## config.mk

```make
export PLATFORM = sky130hd
export DESIGN_NAME = rc4_keystream_xor_flat
export DESIGN_NICKNAME = d
export VERILOG_FILES = /design/src/rtl/rc4_keystream_xor_if.sv /design/src/rtl/rc4_keystream_xor.sv /design/src/flat_wrapper.sv
export SDC_FILE = /design/constraint.sdc
export NUM_CORES = 1
export LEC_CHECK = 0
export BUFFER_PORTS_ARGS = -buffer_cell sky130_fd_sc_hd__clkbuf_2
export CAP_MARGIN = 20
export CORE_UTILIZATION = 45
export CTS_CLUSTER_DIAMETER = 150
export CTS_CLUSTER_SIZE = 20
export DETAILED_ROUTE_END_ITERATION = 8
export PLACE_DENSITY_LB_ADDON = 0.25
export SLEW_MARGIN = 20
export SYNTH_ARGS = -nofsm -noshare
export SYNTH_HDL_FRONTEND = slang
export SYNTH_SLANG_ARGS = --single-unit
export TNS_END_PERCENT = 20
```

## constraint.sdc

```tcl
create_clock -name clk -period 2.3 [get_ports clk]
set_input_delay 0 -clock clk [delete_from_list [all_inputs] [get_ports clk]]
set_output_delay 0 -clock clk [all_outputs]
set_load 0.02 [all_outputs]
```

## src/rtl/rc4_keystream_xor_if.sv

```systemverilog
// Purpose: handshake bundle between the keystream XOR stage and its neighbours.
// Latency: none, pure wiring.
// Backpressure: carries ks/pt/ct valid-ready pairs; semantics live in the consumer.
interface rc4_keystream_xor_if #(
   parameter int NUMS_OF_BYTES = 4,
   parameter int LEN_W         = 16
);
   logic                       clear;
   logic                       ks_valid;
   logic                       ks_ready;
   logic [NUMS_OF_BYTES*8-1:0] ks_word;
   logic                       pt_valid;
   logic                       pt_ready;
   logic [7:0]                 pt_data;
   logic                       pt_last;
   logic                       ct_valid;
   logic                       ct_ready;
   logic [7:0]                 ct_data;
   logic                       ct_last;
   logic                       busy;
   logic [LEN_W-1:0]           msg_len;

   // Environment side: supplies keystream and plaintext, sinks ciphertext.
   modport master (
      output clear, ks_valid, ks_word, pt_valid, pt_data, pt_last, ct_ready,
      input  ks_ready, pt_ready, ct_valid, ct_data, ct_last, busy, msg_len
   );

   // XOR stage side.
   modport slave (
      input  clear, ks_valid, ks_word, pt_valid, pt_data, pt_last, ct_ready,
      output ks_ready, pt_ready, ct_valid, ct_data, ct_last, busy, msg_len
   );
endinterface

```

## src/rtl/rc4_keystream_xor.sv

```systemverilog
// Purpose: buffers keystream words, unpacks bytes low lane first, XORs with plaintext bytes.
// Latency: 1 cycle from plaintext accept to ct_valid.
// Backpressure: ks_ready = !full; pt_ready needs a keystream word and a free/draining output stage.
module rc4_keystream_xor #(
   parameter int NUMS_OF_BYTES = 4,
   parameter int FIFO_DEPTH    = 4,
   parameter int LEN_W         = 16
) (
   input logic                clk,
   input logic                rst,
   rc4_keystream_xor_if.slave bus
);
   localparam int BW    = NUMS_OF_BYTES * 8;
   localparam int PTR_W = (FIFO_DEPTH > 1) ? $clog2(FIFO_DEPTH) : 1;
   localparam int CNT_W = $clog2(FIFO_DEPTH + 1);
   localparam int IDX_W = (NUMS_OF_BYTES > 1) ? $clog2(NUMS_OF_BYTES) : 1;

   localparam logic [LEN_W-1:0] LEN_MAX  = '1;
   localparam logic [IDX_W-1:0] IDX_LAST = IDX_W'(NUMS_OF_BYTES - 1);
   localparam logic [CNT_W-1:0] CNT_FULL = CNT_W'(FIFO_DEPTH);

   typedef enum logic {S_IDLE, S_MSG} state_t;

   logic [BW-1:0]    mem_q [FIFO_DEPTH];
   logic [PTR_W-1:0] wr_ptr_q, wr_ptr_d;
   logic [PTR_W-1:0] rd_ptr_q, rd_ptr_d;
   logic [CNT_W-1:0] count_q, count_d;
   logic [IDX_W-1:0] byte_idx_q, byte_idx_d;
   logic             ct_valid_q, ct_valid_d;
   logic [7:0]       ct_data_q, ct_data_d;
   logic             ct_last_q, ct_last_d;
   state_t           state_q;
   logic             busy_q;
   logic [LEN_W-1:0] len_cnt_q;
   logic [LEN_W-1:0] msg_len_q;

   logic             full, empty, ks_rdy, pt_rdy;
   logic             push, accept, pop;
   logic [BW-1:0]    head_word;
   logic [7:0]       key_byte;
   logic [LEN_W-1:0] len_inc;

   assign full   = (count_q == CNT_FULL);
   assign empty  = (count_q == '0);
   assign ks_rdy = !full;
   assign pt_rdy = !empty && (!ct_valid_q || bus.ct_ready) && !bus.clear;

   // clear wins over a push landing in the same cycle; accept already excludes clear via pt_rdy
   assign push   = bus.ks_valid && ks_rdy && !bus.clear;
   assign accept = bus.pt_valid && pt_rdy;
   assign pop    = accept && (byte_idx_q == IDX_LAST);

   assign head_word = mem_q[rd_ptr_q];
   assign key_byte  = head_word[{byte_idx_q, 3'b000} +: 8];
   assign len_inc   = (len_cnt_q == LEN_MAX) ? LEN_MAX : len_cnt_q + 1'b1;

   assign bus.ks_ready = ks_rdy;
   assign bus.pt_ready = pt_rdy;
   assign bus.ct_valid = ct_valid_q;
   assign bus.ct_data  = ct_data_q;
   assign bus.ct_last  = ct_last_q;
   assign bus.busy     = busy_q;
   assign bus.msg_len  = msg_len_q;

   // Keystream storage; contents are don't-care while the entry is not counted.
   always_ff @(posedge clk) begin
      if (push) mem_q[wr_ptr_q] <= bus.ks_word;
   end

   // Next-state for FIFO pointers, byte lane and the registered output stage.
   always_comb begin
      wr_ptr_d   = wr_ptr_q;
      rd_ptr_d   = rd_ptr_q;
      count_d    = count_q;
      byte_idx_d = byte_idx_q;
      ct_valid_d = ct_valid_q;
      ct_data_d  = ct_data_q;
      ct_last_d  = ct_last_q;

      if (push) wr_ptr_d = wr_ptr_q + 1'b1;
      if (pop)  rd_ptr_d = rd_ptr_q + 1'b1;
      case ({push, pop})
         2'b10:   count_d = count_q + 1'b1;
         2'b01:   count_d = count_q - 1'b1;
         default: count_d = count_q;
      endcase

      if (accept) begin
         byte_idx_d = (byte_idx_q == IDX_LAST) ? '0 : byte_idx_q + 1'b1;
         ct_valid_d = 1'b1;
         ct_data_d  = bus.pt_data ^ key_byte;
         ct_last_d  = bus.pt_last;
      end else if (bus.ct_ready) begin
         ct_valid_d = 1'b0;
      end

      // ct_data/ct_last keep their last value; only the valid is dropped
      if (bus.clear) begin
         wr_ptr_d   = '0;
         rd_ptr_d   = '0;
         count_d    = '0;
         byte_idx_d = '0;
         ct_valid_d = 1'b0;
      end
   end

   // Datapath registers.
   always_ff @(posedge clk or posedge rst) begin
      if (rst) begin
         wr_ptr_q   <= '0;
         rd_ptr_q   <= '0;
         count_q    <= '0;
         byte_idx_q <= '0;
         ct_valid_q <= 1'b0;
         ct_data_q  <= '0;
         ct_last_q  <= 1'b0;
      end else begin
         wr_ptr_q   <= wr_ptr_d;
         rd_ptr_q   <= rd_ptr_d;
         count_q    <= count_d;
         byte_idx_q <= byte_idx_d;
         ct_valid_q <= ct_valid_d;
         ct_data_q  <= ct_data_d;
         ct_last_q  <= ct_last_d;
      end
   end

   // Message FSM with registered busy and saturating length tracking; msg_len survives clear.
   always_ff @(posedge clk or posedge rst) begin
      if (rst) begin
         state_q   <= S_IDLE;
         busy_q    <= 1'b0;
         len_cnt_q <= '0;
         msg_len_q <= '0;
      end else if (bus.clear) begin
         state_q   <= S_IDLE;
         busy_q    <= 1'b0;
         len_cnt_q <= '0;
      end else if (accept) begin
         if (bus.pt_last) begin
            state_q   <= S_IDLE;
            busy_q    <= 1'b0;
            msg_len_q <= len_inc;
            len_cnt_q <= '0;
         end else begin
            state_q   <= S_MSG;
            busy_q    <= 1'b1;
            len_cnt_q <= len_inc;
         end
      end
   end
endmodule

```

## src/flat_wrapper.sv

```systemverilog
// flat-port wrapper written by rule: the top's interface ports become plain ports
module rc4_keystream_xor_flat 
#(
   parameter int NUMS_OF_BYTES = 4,
   parameter int FIFO_DEPTH    = 4,
   parameter int LEN_W         = 16
)
  (clk, rst, bus_clear, bus_ks_valid, bus_ks_word, bus_pt_valid, bus_pt_data, bus_pt_last, bus_ct_ready, bus_ks_ready, bus_pt_ready, bus_ct_valid, bus_ct_data, bus_ct_last, bus_busy, bus_msg_len);
  rc4_keystream_xor_if #(.NUMS_OF_BYTES(NUMS_OF_BYTES), .LEN_W(LEN_W)) bus_i ();
  input logic clk;
  input logic rst;
  input wire logic [$bits(bus_i.clear)-1:0] bus_clear;
  input wire logic [$bits(bus_i.ks_valid)-1:0] bus_ks_valid;
  input wire logic [$bits(bus_i.ks_word)-1:0] bus_ks_word;
  input wire logic [$bits(bus_i.pt_valid)-1:0] bus_pt_valid;
  input wire logic [$bits(bus_i.pt_data)-1:0] bus_pt_data;
  input wire logic [$bits(bus_i.pt_last)-1:0] bus_pt_last;
  input wire logic [$bits(bus_i.ct_ready)-1:0] bus_ct_ready;
  output wire logic [$bits(bus_i.ks_ready)-1:0] bus_ks_ready;
  output wire logic [$bits(bus_i.pt_ready)-1:0] bus_pt_ready;
  output wire logic [$bits(bus_i.ct_valid)-1:0] bus_ct_valid;
  output wire logic [$bits(bus_i.ct_data)-1:0] bus_ct_data;
  output wire logic [$bits(bus_i.ct_last)-1:0] bus_ct_last;
  output wire logic [$bits(bus_i.busy)-1:0] bus_busy;
  output wire logic [$bits(bus_i.msg_len)-1:0] bus_msg_len;
  assign bus_i.clear = bus_clear;
  assign bus_i.ks_valid = bus_ks_valid;
  assign bus_i.ks_word = bus_ks_word;
  assign bus_i.pt_valid = bus_pt_valid;
  assign bus_i.pt_data = bus_pt_data;
  assign bus_i.pt_last = bus_pt_last;
  assign bus_i.ct_ready = bus_ct_ready;
  assign bus_ks_ready = bus_i.ks_ready;
  assign bus_pt_ready = bus_i.pt_ready;
  assign bus_ct_valid = bus_i.ct_valid;
  assign bus_ct_data = bus_i.ct_data;
  assign bus_ct_last = bus_i.ct_last;
  assign bus_busy = bus_i.busy;
  assign bus_msg_len = bus_i.msg_len;
  rc4_keystream_xor #(.NUMS_OF_BYTES(NUMS_OF_BYTES), .FIFO_DEPTH(FIFO_DEPTH), .LEN_W(LEN_W)) u_core (.clk(clk), .rst(rst), .bus(bus_i));
endmodule
```

==> reports/results.tsv, run 1 <==
metric	value	unit
cp_max_fo	7	
synth.largest_area_cell	edfxtp_1	
port_buffers	75	
cts_tree	yes	
num_rows	47	
die_h	133	um
synth.distinct_cells	51	
timing.hold.ws	0.0137	ns
cts_root_buf	clkbuf_16	
routed_via_density	5.31	
initial_core_util	46.4	%
crit_required	2.65	ns
rsz0062_at_grt	false	
avgSynthCellArea	15.1	um2
grt_max_degree	45	
hold_buffers	45	
area_delta_synth_final	20.9	%
antenna_found_initial	0	
final_nets	691	
relSlewSlack	58.5	%
startpoint_type	flop	
num_vias	4623	
drt-pass1-iter-count	4	
cts_inserted_buffers	17	
final_hold_viol_count	0	
critPathKind	reg2reg	
fin_tns_setup	0	ns
cpPeakStageDelay	0.46	ns
irDropWorstVdd	0.000574	V
grt_overflow_total	0	
path_delay_family	simple AND/OR/NAND/NOR gates	
worst_pin_slew	0.622	ns
die_w	133	um
cts_sinks	180	
synthArstFlopShare	28.9	%
ff2ff_path_depth	8	
rrSetupSlack	0.22	ns
arrival	2.43	ns
post-route-util	56.0	%
crit_slowest_cell	or3b_1	
antenna_cells	0	
coreArea	16600	um2
yosys_warnings	0	
mostFrequentLayoutCells	edfxtp_1 (128), clkbuf_2 (75), dfrtp_1 (52)	
cellLeakagePower	3.48	nW
pwr_density_cell	818	nW/um2
fmax	480	MHz
final_common_cell	edfxtp_1	
drc	0	
fill_cells	1349	
yosysTopAreaCellShare	49.8	%
grt_pass1_wl	24.1	mm
place_ws	0.239	ns
finalMaxSlewViolations	0	
cp-startpoint	u_core.count_q[0]$_DFFE_PP0P_	
cap_violations	0	
layout_setup_ws	0.217	ns
status	completed	
setup_violations	0	
synth-edff-count	128	
ios	76	
syn_nets	565	
synth-seq-cells	180	
grt_pass1_vias	4659	
multi_input_area	2340	um2
drive_above_1_share	24.8	%
period_share	90.6	%
r2r_end	u_core.count_q[2]$_DFFE_PP0P_	
synthCells	511	
drtIter0Drc	224	
gr-usage-all-layers	18.2	%
finalWirelength	15.1	mm
synth_top_cells_by_area	edfxtp_1 (50%), dfrtp_1 (17%), mux4_1 (4.1%)	
synthFlopType	edfxtp_1	
h-tree-depth	4	
busiest_layer	met2	
wl_per_cell	17.4	um
dieArea	17700	um2
post_cts_resized	0	
critPathBufInv	1	
period_needed	2.08	ns
timing.rr.start	u_core.count_q[0]$_DFFE_PP0P_	
ant_nets	0	
grt_use_met2	31.7	%
regArea	5140	um2
met3_usage	3.18	%
crit_path_cell_trace	or3b_1 > nand2_2 > and3_1 > fa_1 > inv_1 > a211o_1 > a21o_1 > a21oi_1	
gp_congestion	0.788	
yosysSeqAreaShare	66.7	%
cts_buffer_depth	2	
post_cts_buffers	0	
clock_latency	0.42	ns
path_clk_slew	0.06	ns
netlist_area	7720	um2
grt_use_met1	22.6	%
dp_hpwl	9.64	mm
worstSetupEndpointType	flop	
finalClockSkew	0.00778	ns
hold_path.class	in2async	
-- cells in the mapped netlist (8+ instances only) --
cell	instances
o22ai_1	14
edfxtp_1	128
o21ai_0	18
nand2_1	30
a21o_1	8
mux4_1	12
dfrtp_1	52
mux4_2	8
buf_2	9
a21oi_1	14
xnor2_1	16
a31oi_1	12
o21ai_1	10
nor2_1	39
inv_1	10
mux2_2	24
nand3_1	9
-- flip-flops by register name, indices dropped and copies added, names as in the netlist --
| signal | cells |
|---|---|
| u_core.bus.ct_last | 1 |
| u_core.bus.ct_data | 8 |
| u_core.count_q | 3 |
| u_core.bus.ct_valid | 1 |
| u_core.byte_idx_q | 2 |
| u_core.len_cnt_q | 16 |
| u_core.mem_q | 128 |
| u_core.wr_ptr_q | 2 |
| u_core.bus.msg_len | 16 |
| u_core.rd_ptr_q | 2 |
| u_core.bus.busy | 1 |
-- cells by family (layout without fill, tap and decap cells) --
logic type	Yosys count	after routing	share of synthesized area, %
flip-flops	180	180	66.7
AND/OR/NAND/NOR	125	125	8.79
AO/OA/AOI/OAI	92	92	7.39
multiplexers	49	49	10.6
buffers and inverters	37	176	2.94
XOR/XNOR	21	21	2.38
adder cells (fa/ha/maj)	7	7	1.23
-- stage by stage --
step | total power, W | cells | instance area [um2]
global route | 0.00793 | 870 | 9330
global placement | 0.00484 | 793 | 8310
finish | 0.00762 | 870 | 9330
detailed placement | 0.00487 | 793 | 8310
floorplan | 0.00451 | 511 | 7720
CTS | 0.00770 | 870 | 9330
-- metal layers --
layer	share of wire (%)	wire [um]	vias to the layer above
met4	1.4	215	0
met1	43	6560	2299
met3	3.8	577	17
li1	-	-	2202
met5	0	0	-
met2	51	7770	105
-- final cells by class --
type	count	share of cell area, %
tap	220	2.95
clock inverter	12	1.40
inverter	10	0.403
timing repair buffer	134	10.3
clock buffer	20	4.68
sequential	180	55.2
multi-input combinational	294	25.1
-- where the power goes --
| part | internal (W) | switching [W] | leakage (nW) |
|---|---|---|---|
| sequential | 0.00372 | 0.000112 | 1.84 |
| clock | 0.00160 | 0.00118 | 0.268 |
| combinational | 0.000423 | 0.000593 | 1.38 |
| total | 0.00574 | 0.00188 | 3.48 |
-- tightest hold or removal path, delay by kind of cell --
kind / cells / cell delay, ns
buffers and inverters: 3 / 0.80
-- worst max-delay path by stage --
stage	cells after the start	end
3_5_place_dp	8	u_core.count_q[2]$_DFFE_PP0P_
2_1_floorplan	4	u_core.mem_q[0][0]$_DFFE_PP_
6_report	8	u_core.count_q[2]$_DFFE_PP0P_
4_1_cts	8	u_core.count_q[2]$_DFFE_PP0P_
5_1_grt	8	u_core.count_q[2]$_DFFE_PP0P_
3_3_place_gp	8	u_core.count_q[2]$_DFFE_PP0P_
(Power assumes the default switching activity.)
==> run 2: changes to the inputs <==
--- a/config.mk
+++ b/config.mk
@@ -7,6 +7,7 @@
 export LEC_CHECK = 0
 export BUFFER_PORTS_ARGS = -buffer_cell sky130_fd_sc_hd__clkbuf_2
 export CAP_MARGIN = 20
+export CORE_ASPECT_RATIO = 0.7
 export CORE_UTILIZATION = 45
 export CTS_CLUSTER_DIAMETER = 150
 export CTS_CLUSTER_SIZE = 20
==> run 2 against run 1 <==
  * Clock power increased by 9.0%
  * Register-to-register slack got worse by 0.03 ns
  * Via count increased by 2.4%
  * Cell count rose by 1.1%
  * First-iteration DRC count rose by 59%
  * Sequential cell count stayed put
  * Sequential share of layout area shrank 0.74 points
  * Global-route usage is 1.2 points higher
  * Total power up 3.5%
  * Largest cell class unchanged
==> reports/results.tsv, run 2 (synthesis results as in run 1) <==
metric	value	unit	change
drive_above_1_share	26.0	%	+1.2 points
h-tree-depth	4		unchanged
cp_max_fo	7		unchanged
status	completed		
crit_required	2.65	ns	about the same
wl_per_cell	18.0	um	+3.8%
routed_via_density	5.38		+1.2%
drt-pass1-iter-count	5		+1
final_common_cell	edfxtp_1		
finalMaxSlewViolations	0		unchanged
hold_buffers	47		+4.4%
grt_pass1_vias	4646		-0.28%
regMostFlops	u_core.mem_q		
cap_violations	0		unchanged
initial_core_util	46.6	%	+0.28 points
path_clk_slew	0.06	ns	about the same
area_delta_synth_final	22.5	%	
worstSetupEndpointType	flop		
cts_tree	yes		
critPathKind	reg2reg		
ant_nets	0		unchanged
antenna_found_initial	0		unchanged
period_share	91.7	%	+1.2 points
setup_violations	0		unchanged
arrival	2.46	ns	+0.03 ns
grt_pass1_wl	25.2	mm	+4.3%
fill_cells	1284		-4.8%
gr-usage-all-layers	19.4	%	+1.2 points
cellLeakagePower	3.56	nW	+2.3%
startpoint_type	flop		
fin_cells	880		+1.1%
die_w	159	um	+19%
post_cts_buffers	0		unchanged
pwr_density_cell	835	nW/um2	+2.1%
irDropWorstVdd	0.000492	V	-14%
final_hold_viol_count	0		unchanged
ios	76		unchanged
worst_pin_slew	0.707	ns	+0.0847 ns
relSlewSlack	52.9	%	-5.6 points
die_h	112	um	-16%
grt_overflow_total	0		unchanged
num_vias	4734		+2.4%
coreArea	16500	um2	-0.60%
wl_met3	686	um	+19%
post_cts_resized	0		unchanged
num_rows	39		-17%
finalPower	0.00789	W	+3.5%
finalWirelength	15.9	mm	+5.0%
drtIter0Drc	356		+59%
cts_root_buf	clkbuf_16		
gp_congestion	0.887		+13%
clock_latency	0.43	ns	about the same
fmax	474	MHz	-1.3%
period_needed	2.11	ns	+0.0268 ns
grt_max_degree	53		+18%
final_nets	696		+0.72%
timing.hold.ws	0.289	ns	+0.275 ns
cts_sinks	180		unchanged
largest_reg_flops	128		unchanged
wl_met1	7.71	mm	+18%
rsz0062_at_grt	false		
fin_tns_setup	0	ns	unchanged
cts_inserted_buffers	17		unchanged
cts_buffer_depth	2		unchanged
hold_path.class	in2async		
dr_wl_met2	7.24	mm	-6.8%
antenna_cells	0		unchanged
port_buffers	75		unchanged
mostFrequentLayoutCells	edfxtp_1 (128), clkbuf_2 (77), dfrtp_1 (52)		
dieArea	17700	um2	about the same
place_inst	801		+1.0%
routed.top_layer	met4		
finalClockSkew	0.0101	ns	+0.00230 ns
drc	0		unchanged
dp_hpwl	10.3	mm	+6.7%
run 2: path summary, 6_finish.rpt:
path                            depth (start not counted)                            from  slack [ns]                           endpoint
worst max-delay path                                    8   u_core.count_q[0]$_DFFE_PP0P_        0.19      u_core.count_q[2]$_DFFE_PP0P_
worst min-delay path                                    4                             rst        0.29  u_core.bus.ct_data[0]$_DFFE_PP0P_
worst max register to register                          8   u_core.count_q[0]$_DFFE_PP0P_        0.19      u_core.count_q[2]$_DFFE_PP0P_
worst min register to register                          2  u_core.bus.ct_last$_DFFE_PP0P_        0.47     u_core.bus.ct_last$_DFFE_PP0P_
max in group asynchronous                               4                             rst        1.53     u_core.rd_ptr_q[0]$_DFFE_PP0P_
min in group clk                                        2                 bus_ks_word[20]        0.33      u_core.mem_q[1][20]$_DFFE_PP_
run 2: power breakdown:
| group | switching (W) | leakage [nW] | internal (W) |
|---|---|---|---|
| Clock | 0.00121 | 0.324 | 0.00182 |
| Combinational | 0.000602 | 1.40 | 0.000428 |
| Sequential | 0.000114 | 1.84 | 0.00372 |
run 2: cell type report:
class                           count  area, um2  area share, %
Inverter                           10       37.5          0.397
Timing Repair Buffer              139        998           10.6
Clock buffer                       26        599           6.34
Multi-Input combinational cell    294       2340           24.8
Sequential cell                   180       5140           54.4
Tap cell                          225        282           2.98
Clock inverter                      6       45.0          0.477
run 2: critical path, stage by stage, from the launching register on:
cell and delay (ns):
dfrtp_1 0.44, or3b_1 0.45, nand2_2 0.16, and3_1 0.22, fa_1 0.17, inv_1 0.05, a211o_1 0.24, a21o_1 0.16
a21oi_1 0.14
run 2: per-layer routing:
metal,GRT usage (%),up-vias
met5,0,-
met1,28.5,2375
met3,3.78,18
li1,-,2213
met2,28.8,128
met4,7.18,0
run 2: per-stage QoR:
stage          area (um2)  setup WS (ns)  utilization, %
6_report             9450          0.190            57.1
5_1_grt              9450         0.0637            57.1
4_1_cts              9450          0.197            57.1
3_5_place_dp         8340          0.219            50.4
3_3_place_gp         8340          0.307            50.4
2_1_floorplan        7720         0.0934               -
==> run 3: changes to the inputs <==
--- a/config.mk
+++ b/config.mk
@@ -9,6 +9,7 @@
 export CAP_MARGIN = 20
 export CORE_ASPECT_RATIO = 0.7
 export CORE_UTILIZATION = 45
+export CTS_BUF_LIST = sky130_fd_sc_hd__clkbuf_4
 export CTS_CLUSTER_DIAMETER = 150
 export CTS_CLUSTER_SIZE = 20
 export DETAILED_ROUTE_END_ITERATION = 8
==> run 3 against run 2 <==
  * Clock power down 28%
  * First-iteration DRC count rose by 2.2%
  * Die area stayed put
  * Combinational power barely moved
  * Register-to-register slack hardly changed
  * Non-clock buffer count is 1 higher
  * Worst hold slack lost 0.14 ns
  * Critical path type unchanged
  * Cell count up 0.11%
  * Total power is 11% lower
  * Sequential power about the same
==> reports/results.tsv, run 3 (synthesis results as in run 1) <==
metric	value	unit	change
period_needed	2.12	ns	+0.00666 ns
cts_sinks	180		unchanged
antenna_found_initial	0		unchanged
finalClockSkew	0.0235	ns	+0.0134 ns
gp_congestion	0.887		unchanged
cts_root_buf	clkbuf_4		
period_share	92.0	%	+0.29 points
die_h	112	um	unchanged
hold_path.class	in2async		
pwr_density_cell	765	nW/um2	-8.3%
grt_overflow_total	0		unchanged
cpPeakStageDelay	0.47	ns	+0.02 ns
clock_latency	0.56	ns	+0.13 ns
mostFrequentLayoutCells	edfxtp_1 (128), clkbuf_2 (75), dfrtp_1 (52)		
cts_inserted_buffers	17		unchanged
arrival	2.61	ns	+0.15 ns
drtIter0Drc	364		+2.2%
h-tree-depth	4		unchanged
drc	0		unchanged
ios	76		unchanged
drt-pass1-iter-count	5		unchanged
cp_max_fo	7		unchanged
grt_pass1_vias	4593		-1.1%
die_w	159	um	unchanged
fill_cells	1315		+2.4%
coreArea	16500	um2	unchanged
final_area	9190	um2	-2.8%
timing.hold.ws	0.146	ns	-0.143 ns
wl_per_cell	17.9	um	-0.89%
final_hold_viol_count	0		unchanged
multi_input_area	2340	um2	unchanged
dieArea	17700	um2	unchanged
initial_core_util	46.6	%	unchanged
cts_tree	yes		
fin_tns_setup	0	ns	unchanged
critPathKind	reg2reg		
largest_reg_flops	128		unchanged
relSlewSlack	52.9	%	about the same
post_cts_resized	0		unchanged
crit_required	2.79	ns	+0.14 ns
num_vias	4706		-0.59%
regMostFlops	u_core.mem_q		
worstSetupEndpointType	flop		
grt_max_degree	53		unchanged
gr-usage-all-layers	19.2	%	-0.21 points
cts_buffer_depth	2		unchanged
setup_violations	0		unchanged
drive_above_1_share	25.9	%	-0.040 points
area_delta_synth_final	19.1	%	
num_rows	39		unchanged
finalMaxSlewViolations	0		unchanged
place_inst	801		unchanged
finalWirelength	15.7	mm	-0.78%
crit_slowest_cell	dfrtp_1		
final_common_cell	edfxtp_1		
crit_path_cell_trace	or3b_1 > nand2_2 > and3_1 > fa_1 > inv_1 > a211o_1 > a21o_1 > a21oi_1		
routed_via_density	5.34		-0.70%
irDropWorstVdd	0.000447	V	-9.1%
cap_violations	0		unchanged
ant_nets	0		unchanged
path_clk_slew	0.15	ns	+0.09 ns
grt_pass1_wl	24.9	mm	-0.88%
antenna_cells	0		unchanged
dp_hpwl	10.3	mm	unchanged
fin_cells	881		+0.11%
rsz0062_at_grt	false		
startpoint_type	flop		
worst_pin_slew	0.706	ns	-0.000619 ns
final_nets	697		+0.14%
port_buffers	75		unchanged
fmax	472	MHz	-0.31%
status	completed		
post-route-util	55.5	%	-1.6 points
regArea	5140	um2	unchanged
place_area	8340	um2	unchanged
cellLeakagePower	3.45	nW	-3.3%
[run 3: cell types whose count changed in the layout (fill, tap and decap cells not counted)]
cell and delta:
clkbuf_16 -23, clkbuf_4 +19, bufinv_16 +6, clkbuf_2 -2, clkbuf_8 -1, dlygate4sd3_1 +1
inv_2 +1
[run 3: routing by layer]
layer	vias up	wire length, um	share of wire, %	track usage [%]
li1	2218	-	-	-
met1	2359	7690	49	28.5
met2	123	7180	46	28.5
met3	6	795	5.0	4.90
met4	0	80	0.51	4.42
met5	-	0	0	0
[run 3: path summary, 6_finish.rpt]
path,slack [ns],end,start,depth (start not counted)
max,0.18,u_core.count_q[2]$_DFFE_PP0P_,u_core.count_q[0]$_DFFE_PP0P_,8
max reg2reg,0.18,u_core.count_q[2]$_DFFE_PP0P_,u_core.count_q[0]$_DFFE_PP0P_,8
max in group asynchronous,1.68,u_core.rd_ptr_q[0]$_DFFE_PP0P_,rst,4
min,0.15,u_core.bus.msg_len[5]$_DFFE_PP0P_,rst,4
min in group clk,0.19,u_core.mem_q[0][22]$_DFFE_PP_,bus_ks_word[22],2
min reg2reg,0.49,u_core.bus.ct_last$_DFFE_PP0P_,u_core.bus.ct_last$_DFFE_PP0P_,2
[run 3: critical path: cells and delay by family (launching register included)]
family / cells / cell delay, ns
simple gates: 3 / 0.82
compound gates: 3 / 0.54
buf+inv: 1 / 0.05
flops: 1 / 0.47
fa+ha+maj: 1 / 0.17
[run 3: final cells by class]
| cell class | instances | share of cell area (%) |
|---|---|---|
| Clock inverter | 13 | 2.49 |
| Sequential cell | 180 | 56.0 |
| Inverter | 10 | 0.408 |
| Tap cell | 225 | 3.06 |
| Multi-Input combinational cell | 294 | 25.5 |
| Timing Repair Buffer | 140 | 11.0 |
| Clock buffer | 19 | 1.55 |
[run 3: stage by stage]
| stage | setup WS (ns) | total power [W] |
|---|---|---|
| after floorplan | 0.0934 | 0.00451 |
| after global placement | 0.307 | 0.00485 |
| after detailed placement | 0.219 | 0.00488 |
| after CTS | 0.181 | 0.00708 |
| after global routing | 0.0475 | 0.00733 |
| final | 0.183 | 0.00703 |
[run 3: where the power goes]
group / switching [W] / leakage [nW] / internal (W)
registers: 0.000114 / 1.84 / 0.00371
clock network: 0.00106 / 0.201 / 0.00111
logic: 0.000602 / 1.41 / 0.000430
[run 3: what timing repair did]
action,4_1_cts,5_1_grt
hold buffers,48,0
hold endpoints to repair,204,0
setup buffers,0,0
endpoints found under the setup margin,0,0
